### config.mk
export PLATFORM = sky130hd
export DESIGN_NAME = xdma_irq_ctrl
export DESIGN_NICKNAME = d
export VERILOG_FILES = /design/src/rtl/xdma_irq_ctrl.sv
export SDC_FILE = /design/constraint.sdc
export NUM_CORES = 1
export LEC_CHECK = 0
export CELL_PAD_IN_SITES_DETAIL_PLACEMENT = 1
export CELL_PAD_IN_SITES_GLOBAL_PLACEMENT = 1
export CORE_MARGIN = 5
export CORE_UTILIZATION = 42
export CTS_CLUSTER_DIAMETER = 200
export DETAILED_ROUTE_END_ITERATION = 10
export PLACE_DENSITY = 0.81
export SLEW_MARGIN = 5
export SYNTH_ARGS = -nofsm -noshare
export SYNTH_HDL_FRONTEND = slang
export SYNTH_SLANG_ARGS = --single-unit
### constraint.sdc
create_clock -name axi_aclk -period 3.08 [get_ports axi_aclk]
set_clock_uncertainty 0.1 [all_clocks]
set_input_delay 0.616 -clock axi_aclk [delete_from_list [all_inputs] [get_ports axi_aclk]]
set_output_delay 0.616 -clock axi_aclk [all_outputs]
set_load 0.05 [all_outputs]
### src/rtl/xdma_irq_ctrl.sv
// xdma_irq_ctrl: per-vector usr_irq_req/usr_irq_ack sequencer for the XDMA core.
// Latches event pulses into pending bits, holds each request until it is
// acked or times out, then enforces a gap before that vector may request again.
// Ports:
//   axi_aclk, axi_aresetn : clock, async active-low reset
//   irq_event  [WIRQ]     : per-vector event, sets pending
//   irq_mask   [WIRQ]     : blocks new requests (pending still accumulates)
//   usr_irq_req[WIRQ]     : registered request to the XDMA core
//   usr_irq_ack[WIRQ]     : ack pulses from the XDMA core
//   irq_pending[WIRQ]     : pending bits
//   irq_busy   [WIRQ]     : vector in REQ or GAP
//   irq_err    [WIRQ]     : sticky ack-timeout flags, cleared by err_clr
//   irq_sent_cnt[CNT_W]   : saturating count of acknowledged requests
module xdma_irq_ctrl #(
   parameter int WIRQ        = 2,
   parameter int GAP_CYC     = 4,
   parameter int TIMEOUT_CYC = 1024,
   parameter int CNT_W       = 16
) (
   input  logic             axi_aclk,
   input  logic             axi_aresetn,
   input  logic [WIRQ-1:0]  irq_event,
   input  logic [WIRQ-1:0]  irq_mask,
   output logic [WIRQ-1:0]  usr_irq_req,
   input  logic [WIRQ-1:0]  usr_irq_ack,
   output logic [WIRQ-1:0]  irq_pending,
   output logic [WIRQ-1:0]  irq_busy,
   output logic [WIRQ-1:0]  irq_err,
   input  logic [WIRQ-1:0]  err_clr,
   output logic [CNT_W-1:0] irq_sent_cnt
);

   typedef enum logic [1:0] {
      IDLE = 2'd0,
      REQ  = 2'd1,
      GAP  = 2'd2
   } state_e;

   // One timer per vector serves both the ack timeout and the gap count.
   localparam int MAXC = (TIMEOUT_CYC > GAP_CYC) ? TIMEOUT_CYC : GAP_CYC;
   localparam int TW   = (MAXC > 1) ? $clog2(MAXC) : 1;
   localparam int TO_L = (TIMEOUT_CYC > 0) ? TIMEOUT_CYC - 1 : 0;
   localparam logic [TW-1:0] TO_LAST  = TW'(TO_L);
   localparam logic [TW-1:0] GAP_LAST = TW'(GAP_CYC - 1);
   localparam int SW = CNT_W + 5;
   localparam logic [SW-1:0] SAT = {5'd0, {CNT_W{1'b1}}};

   state_e           state_q [WIRQ];
   state_e           state_d [WIRQ];
   logic [TW-1:0]    tmr_q   [WIRQ];
   logic [TW-1:0]    tmr_d   [WIRQ];
   logic [WIRQ-1:0]  pend_q, pend_d;
   logic [WIRQ-1:0]  err_q, err_d;
   logic [WIRQ-1:0]  req_q, req_d;
   logic [WIRQ-1:0]  busy_q, busy_d;
   logic [CNT_W-1:0] cnt_q, cnt_d;
   logic [4:0]       inc;
   logic [SW-1:0]    sum;
   logic             take;

   always_ff @(posedge axi_aclk or negedge axi_aresetn) begin
      if (!axi_aresetn) begin
         for (int i = 0; i < WIRQ; i++) begin
            state_q[i] <= IDLE;
            tmr_q[i]   <= '0;
         end
         pend_q <= '0;
         err_q  <= '0;
         req_q  <= '0;
         busy_q <= '0;
         cnt_q  <= '0;
      end else begin
         for (int i = 0; i < WIRQ; i++) begin
            state_q[i] <= state_d[i];
            tmr_q[i]   <= tmr_d[i];
         end
         pend_q <= pend_d;
         err_q  <= err_d;
         req_q  <= req_d;
         busy_q <= busy_d;
         cnt_q  <= cnt_d;
      end
   end

   always_comb begin
      pend_d = pend_q;
      err_d  = err_q & ~err_clr;
      req_d  = '0;
      busy_d = '0;
      inc    = '0;
      take   = 1'b0;
      for (int i = 0; i < WIRQ; i++) begin
         state_d[i] = state_q[i];
         tmr_d[i]   = tmr_q[i];
         take       = 1'b0;
         unique case (state_q[i])
            IDLE: begin
               if (pend_q[i] && !irq_mask[i]) begin
                  state_d[i] = REQ;
                  tmr_d[i]   = '0;
                  take       = 1'b1;
               end
            end
            REQ: begin
               if (usr_irq_ack[i]) begin
                  state_d[i] = GAP;
                  tmr_d[i]   = '0;
                  inc        = inc + 5'd1;
               end else if (TIMEOUT_CYC != 0 && tmr_q[i] == TO_LAST) begin
                  state_d[i] = GAP;
                  tmr_d[i]   = '0;
                  err_d[i]   = 1'b1;
               end else begin
                  tmr_d[i] = tmr_q[i] + 1'b1;
               end
            end
            GAP: begin
               if (tmr_q[i] == GAP_LAST) begin
                  state_d[i] = IDLE;
                  tmr_d[i]   = '0;
               end else begin
                  tmr_d[i] = tmr_q[i] + 1'b1;
               end
            end
            default: begin
               state_d[i] = IDLE;
               tmr_d[i]   = '0;
            end
         endcase
         // A new event in the capture cycle keeps the bit set.
         pend_d[i] = (pend_q[i] & ~take) | irq_event[i];
         req_d[i]  = (state_d[i] == REQ);
         busy_d[i] = (state_d[i] != IDLE);
      end
      sum   = {5'd0, cnt_q} + {{(SW-5){1'b0}}, inc};
      cnt_d = (sum > SAT) ? {CNT_W{1'b1}} : sum[CNT_W-1:0];
   end

   assign usr_irq_req  = req_q;
   assign irq_pending  = pend_q;
   assign irq_busy     = busy_q;
   assign irq_err      = err_q;
   assign irq_sent_cnt = cnt_q;

endmodule

[Word-level counts from Yosys, hierarchy flattened]
Index checks and enable logic that the tools add are counted.
Cells by class
  muxes and demuxes: 35
  magnitude comparators: 1
  bitwise operators: 8
  eq/ne operators: 12
  reduce and logical (&&, ||, !) cells: 8
  $add $sub $neg: 4
Operators by type and width (count)
  $mux W10: 8
  $pmux W10 S3: 2
  $add A10 B1 Y10 const B: 2
  $eq A10 B10 Y1 const B: 2
  $eq A10 B2 Y1 const B: 2
  $add A16 B5 Y17: 1
  $gt A17 B16 Y1 const B: 1
  $mux W16: 1
  $mux W2: 8
  $mux W5: 3
  $pmux W2 S3: 2
  $mux W1: 11
  $eq A2 B1 Y1 const B: 4
  $add A5 B1 Y5 const B: 1
  $eq A2 B2 Y1 const B: 2
  $logic_not A2 Y1: 2
  $ne A2 B2 Y1 const B: 2
  $reduce_bool A2 Y1: 2
  $and A1 B1 Y1: 2
  $and A2 B2 Y2: 1
  $logic_and A1 B1 Y1: 2
  $logic_not A1 Y1: 2
  $not A1 Y1: 2
  $not A2 Y2: 1
  $or A1 B1 Y1: 2
Word-level totals
  bits in registers: 48
  output and inout bits: 24
  logic and storage cells: 77

[Longest topological paths before layout]
Gate-level depths: netlist of the first run.
  depth after elaboration: 8
  gate-level depth with buffers: 12
  depth with buffers taken out: 12

[Least setup slack after synthesis of the first run]
No wires, ideal clock.
  path kind: flip-flop to flip-flop
  start point: reg state_q[3] in the netlist's numbering
  end point: reg cnt_q[11] (netlist: irq_sent_cnt[11])
  path slack: 0.221 ns
  cell stages (with the launch flop): 13
  data arrival time: 2.617 ns
  required time: 2.838 ns
  path through: dfrtp_1 -> inv_1 -> ha_1 -> and2_1 -> ha_1 -> mux2_2 -> ha_1 -> fa_1 -> nand3_1 -> nor2_1 -> nand3_1 -> clkbuf_1 -> o21ai_0
Between the ends
  longest elaborated chain between the ends: 8
Ends and longest elaborated chain
  start: declaration: line 48  | state_e state_q [WIRQ];
  start signal: indexed assignment: line 74  | state_q[i] <= state_d[i];
  $eq A2 B1 Y1 (*): line 96  | unique case (state_q[i])
  $mux W5 (*): line 96
  $add A5 B1 Y5: line 108  | inc = inc + 5'd1;
  $mux W5: line 105  | if (usr_irq_ack[i]) begin
  $mux W5 (*): line 96
  $add A16 B5 Y17 (*): line 135  | sum = {5'd0, cnt_q} + {{(SW-5){1'b0}}, inc};
  $gt A17 B16 Y1: line 136  | cnt_d = (sum > SAT) ? {CNT_W{1'b1}} : sum[CNT_W-1:0];
  $mux W16 (*): line 136
  net cnt_d[11]: line 56  | logic [CNT_W-1:0] cnt_q, cnt_d;
  end signal: assignment: line 81  | cnt_q <= cnt_d;
  end: declaration: line 56
The timed path passes the listed nets; every way through them passes the cells marked *.
A chain may end at the register's enable or synchronous reset.

[Worst setup path in the final report of the first run]
  start point: reg state_q[3] in the netlist's numbering
  end point: reg cnt_q[2] (netlist: irq_sent_cnt[2])
The elaborated chain is that of the path after synthesis.

==> results.md, run 1 <==
- HPWL Detailed: 4930 µm
- Syn avg cell area: 9.60 µm²
- Critical path startpoint category: register
- Port buffer count: 33
- Synth unique cells: 53
- Post-synth EDFFs: 0
- Clock sink total: 48
- Relative slew slack: 0.504
- Total grt overflow: 0
- # rows: 28
- Later-pin clock latency in the skew report: 0.31 ns
- Core utilization of the finished layout: 0.537
- Total wire length: 6740 µm
- Pins Over Slew Limit: 0
- Leakage Power: 1.48 nW
- Drt drc: 0
- CP max FO: 8
- Maximum root-to-sink buffer count: 2
- RR Startpoint: state_q[3]
- Max_cap viols: 0
- Global-route wire length before repair: 11400 µm
- CP required: 3.16 ns
- Cell Count, Final, Fillers Out: 391
- DR vias: 2196
- Layout cell share with drive strength beyond 1: 0.108
- Area delta synth->final: 23.8%
- Arr. time, crit path: 2.97 ns
- Placed Cells: 384
- Synth Flop Type: dfrtp_1
- WL/cell: 17.2 µm
- TritonCTS buffer count: 5
- Hold Path Class: in2async
- DR iter-0 viols: 100
- Hold WS: 0.100 ns
- Gr usage total: 0.186
- Final setup violation count: 0
- Vias per cell: 5.62
- Post-CTS setup buffer count: 0
- Starting density of the core: 0.434
- FFs w/ async S/R, synth: 1.00
- DIE AREA: 7820 µm²
- PwrDens: 577 nW/µm²
- Antenna violations before repair: 0
- ANT cells: 0
- Total Power: 1.85 mW
- Setup slack, reg-to-reg: 0.19 ns
- RSZ-0062 raised after global routing: false
- Status: finished, final reports clean
- Core Region: 5960 µm²
- CTS tree: built
- Synth Cell Area: 2580 µm²
- DRT antenna net count: 0
- Die Ht: 88.4 µm
- Post-route minimum period: 2.89 ns
- Hold Buf Count CTS: 0
- Setup Crit Path Kind: reg2reg
- VDD IR max: 497 µV
- First drt pass iteration count: 4
- CTS root buffer: clkbuf_8
- Slew of the pin with the lowest slew margin: 0.735 ns
- R2R cell count: 12
- Yosys top cell area share: 0.465
- Final period util: 0.937
- Ys Warns: 0
- Largest net degree at the start of global routing: 34
- FMAX: 346 MHz
- Final Hold Viols: 0
- Seq cells post-synth: 48
- Horiz. Die Dim: 88.4 µm
- Ports: 34
- Vias in the first global route: 2281
- Endpoint class of the critical path: register
- Mapped Nets: 293
- End of the worst register-to-register path: irq_sent_cnt[2]
- H-tree Lvls: 2
- Final GP Congestion: 0.786
- CTS clk-pin slew, worst paths: 0.10 ns
- Largest area contributor in the netlist: dfrtp_1
- Cells after Synth: 269
- Top post-synthesis cells by area: dfrtp_1 46%, ha_1 6.3%, nand2_1 4.2%, o21ai_0 3.7%, a21oi_1 3.1%
- Register area share after synthesis: 0.465
- Final nets: 340
cell usage in the layout, fill, tap and decap left out, drive strengths merged, types with 2 or more instances in the layout:
cell type,netlist,final
nor3,9,9
nor2,11,11
mux2,2,2
or2,3,3
and3,8,8
buf,2,12
xor2,4,4
nor4,2,2
o21ai,20,20
bufinv,0,2
ha,13,13
and4,2,2
a31oi,6,6
or4,2,2
nand2,29,29
or3,5,5
clkbuf,2,5
nand3,14,14
clkdlybuf4s50,0,32
xnor2,4,4
a21oi,16,16
a21o,7,7
nand2b,7,7
dfrtp,48,48
nand4,6,6
a211o,2,2
and2,3,3
o31ai,3,3
inv,19,19
synthesized netlist by cell type, drive strengths merged (2+ instances only):
master / number
nand2b: 7
ha: 13
nor4: 2
inv: 19
nand2: 29
nor2: 11
buf: 2
or4: 2
or2: 3
o21ai: 20
and3: 8
and2: 3
a31oi: 6
xor2: 4
mux2: 2
a21oi: 16
and4: 2
a211o: 2
nor3: 9
xnor2: 4
dfrtp: 48
clkbuf: 2
a21o: 7
nand3: 14
or3: 5
nand4: 6
o31ai: 3
stage by stage:
step,setup slack (ns),TNS [ns],instance area [µm²]
global placement,-0.0761,-0.673,3060
finish,0.193,0,3200
detailed placement,-0.193,-2.03,3060
global route,0.0378,0,3200
CTS,0.0696,0,3190
floorplan,0.221,0,2580
layer usage:
metal | track usage | wire (µm)
met5 | 0 | 0
met4 | 0.0495 | 72
met3 | 0.0298 | 216
met2 | 0.330 | 3390
met1 | 0.235 | 3060
worst max-delay path, cell delays in order, from the launching register on:
cell and delay [ns]:
dfrtp_1 0.43, inv_1 0.12, ha_2 0.23, and2_1 0.18, ha_1 0.24, mux2_2 0.26, ha_1 0.21, fa_1 0.40
nand3_1 0.11, nor2_1 0.11, nand3_2 0.13, buf_4 0.17, nand2_1 0.07
worst max path at each step:
| stage | slack (ns) | cells past startpoint | startpoint | end |
|---|---|---|---|---|
| after floorplan | 0.22 | 12 | state_q[3] | irq_sent_cnt[11] |
| after global placement | -0.08 | 11 | usr_irq_ack[0] | irq_sent_cnt[7] |
| after detailed placement | -0.19 | 11 | usr_irq_ack[0] | irq_sent_cnt[2] |
| after CTS | 0.07 | 12 | state_q[3] | irq_sent_cnt[2] |
| after global routing | 0.04 | 12 | state_q[3] | irq_sent_cnt[10] |
| final | 0.19 | 12 | state_q[3] | irq_sent_cnt[2] |
logic make-up (layout without fill, tap and decap cells):
family | after synthesis | count (layout) | synth area share
AOI/OAI and AO/OA | 68 | 68 | 0.176
and+or+nand+nor | 105 | 105 | 0.212
muxes | 3 | 3 | 0.0126
buffers and inverters | 23 | 70 | 0.0368
DFF | 48 | 48 | 0.465
adders and majority gates | 14 | 14 | 0.0707
xor gates and xnor gates | 8 | 8 | 0.0271
final cells by class:
class	instances	area [µm²]
fillers	664	2760
multi-input cells	198	1290
flip-flops and latches	48	1200
repair buffers	44	408
well taps	75	93.8
inverters	19	71.3
clock buffers	5	68.8
clock inverters	2	60.1
flip-flops by register name (all words and copies together) (netlist names):
signal	count
irq_err	2
tmr_q	20
irq_busy	2
usr_irq_req	2
state_q	4
irq_sent_cnt	16
irq_pending	2
where the power goes:
group	switching (mW)	internal, mW	total, mW
Clock	0.215	0.320	0.535
Combinational	0.354	0.196	0.551
Sequential	0.0683	0.692	0.761
Total	0.638	1.21	1.85
what timing repair did:
| action | 4_1_cts | 5_1_grt |
|---|---|---|
| endpoints found under the hold margin | 0 | 0 |
| endpoints found under the setup margin | 0 | 10 |
| gates resized for setup | 0 | 2 |
No activity file was read; power rests on OpenSTA's default activity.
==> run 2, diff against run 1 <==
- HOLD_SLACK_MARGIN: unset -> 0.12
==> results.md, run 2 (same netlist as run 1, synthesis figures left out) <==
- DIE AREA: 7820 µm² (unchanged)
- FMAX: 346 MHz (about the same)
- HPWL Detailed: 4930 µm (unchanged)
- Max stage delay cell, worst path: dfrtp_1
- Area delta synth->final: 24.2%
- VDD IR max: 497 µV (about the same)
- Hold Path Class: reg2reg
- Logic pwr share: 0.299 (about the same)
- Reg power frac: 0.412 (about the same)
- Die Ht: 88.4 µm (unchanged)
- H-tree Lvls: 2 (unchanged)
- Number of flip-flops under the largest register name: 20 (unchanged)
- Max_cap viols: 0 (unchanged)
- Largest net degree at the start of global routing: 34 (unchanged)
- Final nets: 341 (+0.29%)
- Maximum root-to-sink buffer count: 2 (unchanged)
- CTS clk-pin slew, worst paths: 0.09 ns (about the same)
- Port buffer count: 33 (unchanged)
- Later-pin clock latency in the skew report: 0.31 ns (about the same)
- Total grt overflow: 0 (unchanged)
- Slew of the pin with the lowest slew margin: 0.735 ns (+0.000000477 ns)
- Core Region: 5960 µm² (unchanged)
- RR Startpoint: state_q[3]
- Layout cell share with drive strength beyond 1: 0.107 (-0.000339)
- RSZ-0062 raised after global routing: false
- DR iter-0 viols: 52 (-48%)
- Most frequent cells in the layout: 48 x dfrtp_1, 32 x clkdlybuf4s50_1, 29 x nand2_1, 19 x inv_1, 19 x o21ai_0
- Clock group share of total power: 0.289 (about the same)
- PwrDens: 576 nW/µm² (-0.25%)
- CTS root buffer: clkbuf_8
- Post-route minimum period: 2.89 ns (-0.000357 ns)
- Fin Setup TNS: 0 ns (unchanged)
- # rows: 28 (unchanged)
- Setup Crit Path Kind: reg2reg
- DRT antenna net count: 0 (unchanged)
- Ports: 34 (unchanged)
- Final setup violation count: 0 (unchanged)
- CP dominant cell by count: ha_1
- Critical path startpoint category: register
- Clock sink total: 48 (unchanged)
- Commonest non-fill, non-tap cell in the layout: dfrtp_1
- Final GP Congestion: 0.786 (unchanged)
- Critical Path Max Stage Delay: 0.43 ns (about the same)
- Net Sw Frac: 0.345 (about the same)
- Endpoint class of the critical path: register
- CP max FO: 8 (unchanged)
- Crit path launch: state_q[3]
- End of the worst register-to-register path: irq_sent_cnt[2]
- Horiz. Die Dim: 88.4 µm (unchanged)
- WL/cell: 17.2 µm (-0.14%)
- Antenna violations before repair: 0 (unchanged)
- Most flop-heavy register: tmr_q
- Arr. time, crit path: 2.97 ns (about the same)
- Non-Filler Cell Area, Final: 3210 µm² (+0.31%)
- Placed cell areas: 3060 µm² (unchanged)
- CTS tree: built
- Int Power: 1.21 mW (about the same)
- First drt pass iteration count: 4 (unchanged)
- Total wire length: 6750 µm (+0.12%)
- TritonCTS buffer count: 5 (unchanged)
- P_sw: 0.638 mW (about the same)
- Final Hold Viols: 0 (unchanged)
- Drt drc: 0 (unchanged)
- Final period util: 0.937 (about the same)
- Post-CTS setup buffer count: 0 (unchanged)
- Gr usage total: 0.186 (unchanged)
- Setup slack, reg-to-reg: 0.19 ns (about the same)
- Pins Over Slew Limit: 0 (unchanged)
- Leakage Power: 1.48 nW (+0.28%)
- CP required: 3.16 ns (about the same)
- Relative slew slack: 0.504 (unchanged)
- Status: finished, final reports clean
- Starting density of the core: 0.434 (unchanged)
- DR vias: 2205 (+0.41%)
- End of the critical path: irq_sent_cnt[2]
- Core utilization of the finished layout: 0.539 (+0.00168)
- Vias per cell: 5.63 (+0.15%)
- Vias in the first global route: 2281 (unchanged)
- Worst path cell trace: inv_1 -> ha_2 -> and2_1 -> ha_1 -> mux2_2 -> ha_1 -> fa_1 -> nand3_1 -> nor2_1 -> nand3_2 -> buf_4 -> nand2_1
- Global-route wire length before repair: 11400 µm (unchanged)
- R2R cell count: 12 (unchanged)
- ANT cells: 0 (unchanged)
-- run 2: critical path, delay by kind of cell (launching register included) --
family | cells | cell delay (ns)
buf+inv | 2 | 0.29
simple gates | 5 | 0.60
mux | 1 | 0.26
fa+ha+maj | 4 | 1.08
flops | 1 | 0.43
-- run 2: cell type report --
type,instances,area [µm²]
sequential,48,1200
inverter,19,71.3
multi-input combinational,198,1290
timing repair buffer,45,418
tap,75,93.8
clock inverter,2,60.1
fill,663,2750
clock buffer,5,68.8
-- run 2: power groups by stage --
stage                     clock, mW  combinational (mW)  sequential, mW
final                         0.535               0.552           0.761
after floorplan                   0               0.217           0.911
after global placement            0               0.533           0.766
after CTS                     0.545               0.560           0.761
after global routing          0.575               0.601           0.767
after detailed placement          0               0.553           0.773
-- run 2: worst min path at each step --
stage / cells past startpoint / slack, ns / to / start
global placement: 1 / 0.39 / irq_err[0] / irq_err[0]
CTS: 1 / 0.43 / irq_err[0] / irq_err[0]
global route: 1 / 0.45 / tmr_q[12] / tmr_q[12]
finish: 1 / 0.42 / irq_err[0] / irq_err[0]
detailed placement: 1 / 0.40 / irq_err[0] / irq_err[0]
floorplan: 0 / 0.22 / irq_busy[0] / axi_aresetn
-- run 2: timing repair --
| item | CTS | global route |
|---|---|---|
| hold endpoints to repair | 8 | 0 |
| endpoints found under the setup margin | 0 | 10 |
| hold buffers | 1 | 0 |
| gates resized for setup | 0 | 2 |
-- run 2: per-stage QoR --
step	std cells	setup WS, ns	hold slack [ns]	power (mW)
after floorplan	269	0.221	0.220	1.13
after CTS	392	0.0696	0.426	1.87
final	392	0.194	0.416	1.85
after detailed placement	384	-0.193	0.396	1.33
after global routing	392	0.0378	0.452	1.94
after global placement	384	-0.0761	0.390	1.30
-- run 2: metal layers --
| metal | global-route usage | vias to the layer above | share of wire | routed length [µm] |
|---|---|---|---|---|
| li1 | - | 1059 | - | - |
| met1 | 0.235 | 1096 | 0.45 | 3040 |
| met2 | 0.330 | 42 | 0.50 | 3400 |
| met3 | 0.0298 | 8 | 0.035 | 235 |
| met4 | 0.0495 | 0 | 0.011 | 72 |
| met5 | 0 | - | 0 | 0 |
==> RTL change 1: new RTL, config.mk and constraints of run 1 <==
Register the output `irq_sent_cnt` once more, without a reset; this adds one clock of latency there. The other outputs are not delayed to match.
--- a/src/rtl/xdma_irq_ctrl.sv
+++ b/src/rtl/xdma_irq_ctrl.sv
@@ -141,5 +141,7 @@
    assign irq_busy     = busy_q;
    assign irq_err      = err_q;
-   assign irq_sent_cnt = cnt_q;
+   always_ff @(posedge axi_aclk) begin
+      irq_sent_cnt <= cnt_q;
+   end
 
 endmodule
Function: changed (a bounded check fails within 4 cycles, from zero or initial values and one cycle with axi_aresetn low).
==> RTL change 1 against run 1 <==
Area after synthesis rose by 22%. Sequential cell count rose by 16. Final area rose by 21%. Routed wire length rose by 26%. Global-route usage rose by 1.7 points. Total power rose by 63%. Setup slack got worse by 0.073 ns. Largest cell class is now registers. Largest power group unchanged. Die area rose by 19%. First-iteration DRC count fell by 10%. Critical path type is now input port to flip-flop.
==> RTL change 1: results (changes against run 1) <==
[run_status]
outcome=finished clean

[power]
irDropWorstVdd_v=0.0004118  ; -17%
switchingPower_w=0.001204  ; +89%
p_leak_nw=1.700  ; +15%

[worst_setup_path]
arrival_ns=3.07  ; +0.10 ns
max_stage_delay_ns=0.45  ; +0.02 ns
crit_family=adder cells
cp_slowest_cell=clkdlybuf4s50_1
critPathMaxFanout=4  ; -4

[placement]
place.port_buffers=33  ; unchanged
pre_cts_ws_ns=-0.1228  ; +0.07074 ns
gp_congestion=0.8163  ; +3.9%
hpwl_microns=5878  ; +19%
placed_area_sq_um=3626  ; +18%

[detailed_routing]
viasPerCell=5.813  ; +3.5%
drt_pass1_iterations=4  ; unchanged
drt-initial-drc-count=90  ; -10%
routed_wl_microns=8493  ; +26%

[synth]
synth_xor_area_share_pct=2.505  ; -0.21 points
yosysWarnings=0  ; unchanged
syn_nets=342  ; +17%
yosys-mux-area-fraction_pct=1.670  ; +0.41 points
synthAdderAreaFrac_pct=5.805  ; -1.3 points
synth_area_leader_cell=dfrtp_1
async_flop_share_pct=75.00  ; -25 points
ys_seq_area_share_pct=48.35  ; +1.9 points
synth_common_cells=dfrtp_1 (48), nand2_1 (44), nand3_1 (21), dfxtp_1 (16), inv_1 (14)
synth-compound-area-share_pct=17.26  ; -0.37 points
synthTopCellsByArea=dfrtp_1 (38%), dfxtp_1 (10%), nand2_1 (5.2%)
synth_cell_types=41  ; -23%

[global_route]
grt_max_degree=22  ; -35%
track_usage_pct=20.24  ; +1.7 points
grt_pass1_vias=2904  ; +27%
antenna_found_initial=0  ; unchanged
grt_pass1_wl_microns=14390  ; +26%

[clocking]
htreeDepth=3  ; +1
clkLatencyLatePin_ns=0.35  ; +0.04 ns
cts_root_buf=clkbuf_8
clk_pin_slew_ns=0.08  ; -0.02 ns
clk_path_buf_depth=2  ; unchanged
cts_buffers=9  ; +4

[worst_hold_path]
hold_path_class=input port to async pin

[layout]
diodes=0  ; unchanged
drive_gt1_share_pct=10.68  ; -0.075 points
largest_register=tmr_q
reg.largest.list=tmr_q x20, cnt_q x16, irq_sent_cnt x16
nets=384  ; +13%

[timing]
worst_pin_slew_ns=0.5612  ; -0.1734 ns

## RTL change 1: cell count changes after synthesis, sizes merged, moves of 8 or more
cell and change:
nor2 -8, o2111ai +13, clkbuf +11, dfxtp +16, o211ai +11, a21oi -8
o21ai -9, nand2 +15
## RTL change 1: layout make-up
class	instances	area (sq um)
clock buffer	9	123.9
clock inverter	7	103.9
fill	838	3417
inverter	14	52.55
multi-input combinational	225	1514
sequential	64	1521
tap	99	123.9
timing repair buffer	46	435.4
## RTL change 1: what timing repair did
item,4_1_cts,5_1_grt
buffers inserted,0,2
gates resized for setup,0,3
hold buffers,0,0
setup endpoints to repair,0,14
## RTL change 1: worst reg2reg max path, delay by kind of cell (launching register included)
| kind | cells | cell delay [ns] |
|---|---|---|
| compound gates | 2 | 0.27 |
| fa+ha+maj | 4 | 1.06 |
| buf+inv | 2 | 0.26 |
| flops | 1 | 0.43 |
| mux | 1 | 0.29 |
| simple gates | 2 | 0.40 |
## RTL change 1: per-layer routing
metal	global-route usage, %	share of wire (%)
met4	6.308	1.6
met3	4.880	3.0
met1	23.84	43
met5	0	0
met2	36.21	53
## RTL change 1: worst paths after layout
check | start | end | slack, ns | depth (start not counted)
hold reg to reg | cnt_q[12] | irq_sent_cnt[12] | 0.30 | 0
setup / recovery | usr_irq_ack[0] | cnt_q[14] | 0.12 | 10
setup reg to reg | state_q[3] | cnt_q[14] | 0.14 | 11
max in group asynchronous | axi_aresetn | cnt_q[12] | 2.16 | 2
min in group axi_aclk | cnt_q[12] | irq_sent_cnt[12] | 0.30 | 0
hold / removal | axi_aresetn | cnt_q[5] | 0.08 | 1
## RTL change 1: stage by stage
stage / setup TNS (ns) / instances
finish: 0 / 464
CTS: 0 / 462
detailed placement: -1.504 / 446
global placement: -0.1953 / 446
floorplan: 0 / 318
global route: 0 / 464
## RTL change 1: power groups by stage
| stage | Combinational, W | Sequential (W) | Clock, W |
|---|---|---|---|
| 6_report | 0.00108 | 0.00109 | 0.000837 |
| 4_1_cts | 0.00107 | 0.00109 | 0.000852 |
| 3_3_place_gp | 0.00102 | 0.00109 | 0 |
| 5_1_grt | 0.00116 | 0.00110 | 0.000895 |
| 2_1_floorplan | 0.000491 | 0.00131 | 0 |
| 3_5_place_dp | 0.00105 | 0.00110 | 0 |
## RTL change 1: cells by family after synthesis
kind of cell / count (synthesis)
and+or+nand+nor: 124
adders and majority gates: 14
muxes: 5
AOI/OAI and AO/OA: 73
buffers and inverters: 29
DFF: 64
xor gates and xnor gates: 9
==> RTL change 2: new RTL, settings of run 1 <==
Made on the original files. Change the parameter `WIRQ` from 2 to 4.
--- a/src/rtl/xdma_irq_ctrl.sv
+++ b/src/rtl/xdma_irq_ctrl.sv
@@ -13,5 +13,5 @@
 //   irq_sent_cnt[CNT_W]   : saturating count of acknowledged requests
 module xdma_irq_ctrl #(
-   parameter int WIRQ        = 2,
+   parameter int WIRQ        = 4,
    parameter int GAP_CYC     = 4,
    parameter int TIMEOUT_CYC = 1024,
Interface: changed (8 resized); port bits go from 34 to 50. The function was not compared with the original's and may differ.
==> RTL change 2 against run 1 <==
The flow now finishes with violations (negative setup slack). Combinational power rose to 3.9 times the old value. Routed wire length up 89%. Largest power group is now combinational logic. Global-route usage rose by 1.1 points. Sequential share of layout area decreased by 4.1 points. Sequential cell count is 32 higher. Area after synthesis is 79% higher. Highest routed layer unchanged. Final area up 87%. Count of clock-buffer cells in the layout rose by 6. Total power rose by 140%. Setup slack got worse by 0.82 ns. Clock power increased by 68%. Critical path type unchanged.
==> RTL change 2: results (changes against run 1) <==
[layout]
seq_area_sq_um=2002  ; +67%
diodes=0  ; unchanged
largest_register=tmr_q
nFillCells=1261  ; +90%
drive_gt1_share_pct=17.37  ; +6.6 points
nets=657  ; +93%
largest_register_ffs=40  ; +100%
syn2layout_area_growth_pct=29.83

[placement]
hpwl_microns=9094  ; +84%
place.port_buffers=49  ; +48%
place_inst=729  ; +90%
gp_congestion=0.8432  ; +7.3%
pre_cts_ws_ns=-1.167  ; -0.9740 ns
placed_area_sq_um=5592  ; +83%

[clocking]
clkLatencyLatePin_ns=0.35  ; +0.04 ns
clk_path_buf_depth=2  ; unchanged
ctsResizeCount=7  ; +7
htreeDepth=3  ; +1
clk_pin_slew_ns=0.09
cts_buffers=9  ; +4
post_cts_buffers=6  ; +6
cts_root_buf=clkbuf_8

[timing]
tns_ns=-9.388  ; -9.388 ns
setup_viol=16  ; +16
hold_viol=0  ; unchanged
relSlewSlack_pct=32.08  ; -18 points
fin_ws_ns=-0.6280  ; -0.8214 ns
whs_ns=0.3379  ; +0.2377 ns

[worst_setup_path]
ff2ff_path_depth=17  ; +5
arrival_ns=3.89  ; +0.92 ns
setup.worst_path.end=irq_sent_cnt[4]
critPathMaxFanout=7  ; -1
cp_slowest_cell=dfrtp_1
max_stage_delay_ns=0.40  ; -0.03 ns
r2r-start=state_q[7]

[power]
power.density_nw_per_um2=729.1  ; +26%
powerClk_w=0.000901  ; +68%
p_leak_nw=2.681  ; +82%
switchingPower_w=0.001772  ; +180%
power_leader=combinational logic
irDropWorstVdd_v=0.0005740  ; +16%
seqPwrFrac_pct=30.6  ; -11 points

[synth]
synthTopCellsByArea=dfrtp_1 (43%), ha_1 (7.3%), nand2_1 (5.5%)
avgSynthCellArea_sq_um=9.010  ; -6.2%
syn_nets=558  ; +90%
synth_cell_types=52  ; -1.9%
yosysWarnings=0  ; unchanged
ys_seq_area_share_pct=43.40  ; -3.1 points
synth_common_cells=dfrtp_1 (80), nand2_1 (67), inv_1 (49), nor2_1 (35), nand3_1 (29)

[global_route]
grt_pass1_vias=4476  ; +96%
grt_max_degree=81  ; +140%
grt_pass1_wl_microns=21140  ; +86%
track_usage_pct=19.70  ; +1.1 points

[run_status]
outcome=complete, but fails checks
violations=negative setup slack

[detailed_routing]
ant_nets=0  ; unchanged
routed_wl_microns=12730  ; +89%
drt-initial-drc-count=176  ; +76%
num_vias=4183  ; +90%
viasPerCell=5.533  ; -1.5%

## RTL change 2: cell types whose count changed after synthesis, sizes merged, moves of 6 or more
cell and change:
o22ai +10, dfrtp +32, xnor2 +6, inv +30, nand3 +15, nor2 +24, ha +14, nor2b +7
nand2 +38, o21ai +18
## RTL change 2: layer usage
layer	wire length (microns)	global-route usage, %	up-vias	part of all wire, %
met4	280	7.433	0	2.2
met2	6441	34.54	87	51
met5	0	0	-	0
met1	5522	24.67	2061	43
li1	-	-	2011	-
met3	481	2.789	24	3.8
## RTL change 2: cell families after synthesis
logic type	Yosys count	synth area share [%]
simple gates	204	21.35
compound gates	123	18.17
flops	80	43.40
buf+inv	54	4.584
fa+ha+maj	28	7.757
xor+xnor	14	2.658
mux	9	2.088
## RTL change 2: area by class of cell
class	instances	area share (%)
clock inverter	5	1.316
tap	140	2.925
sequential	80	33.42
timing repair buffer	93	13.75
clock buffer	11	2.528
inverter	49	3.071
multi-input combinational	378	42.99
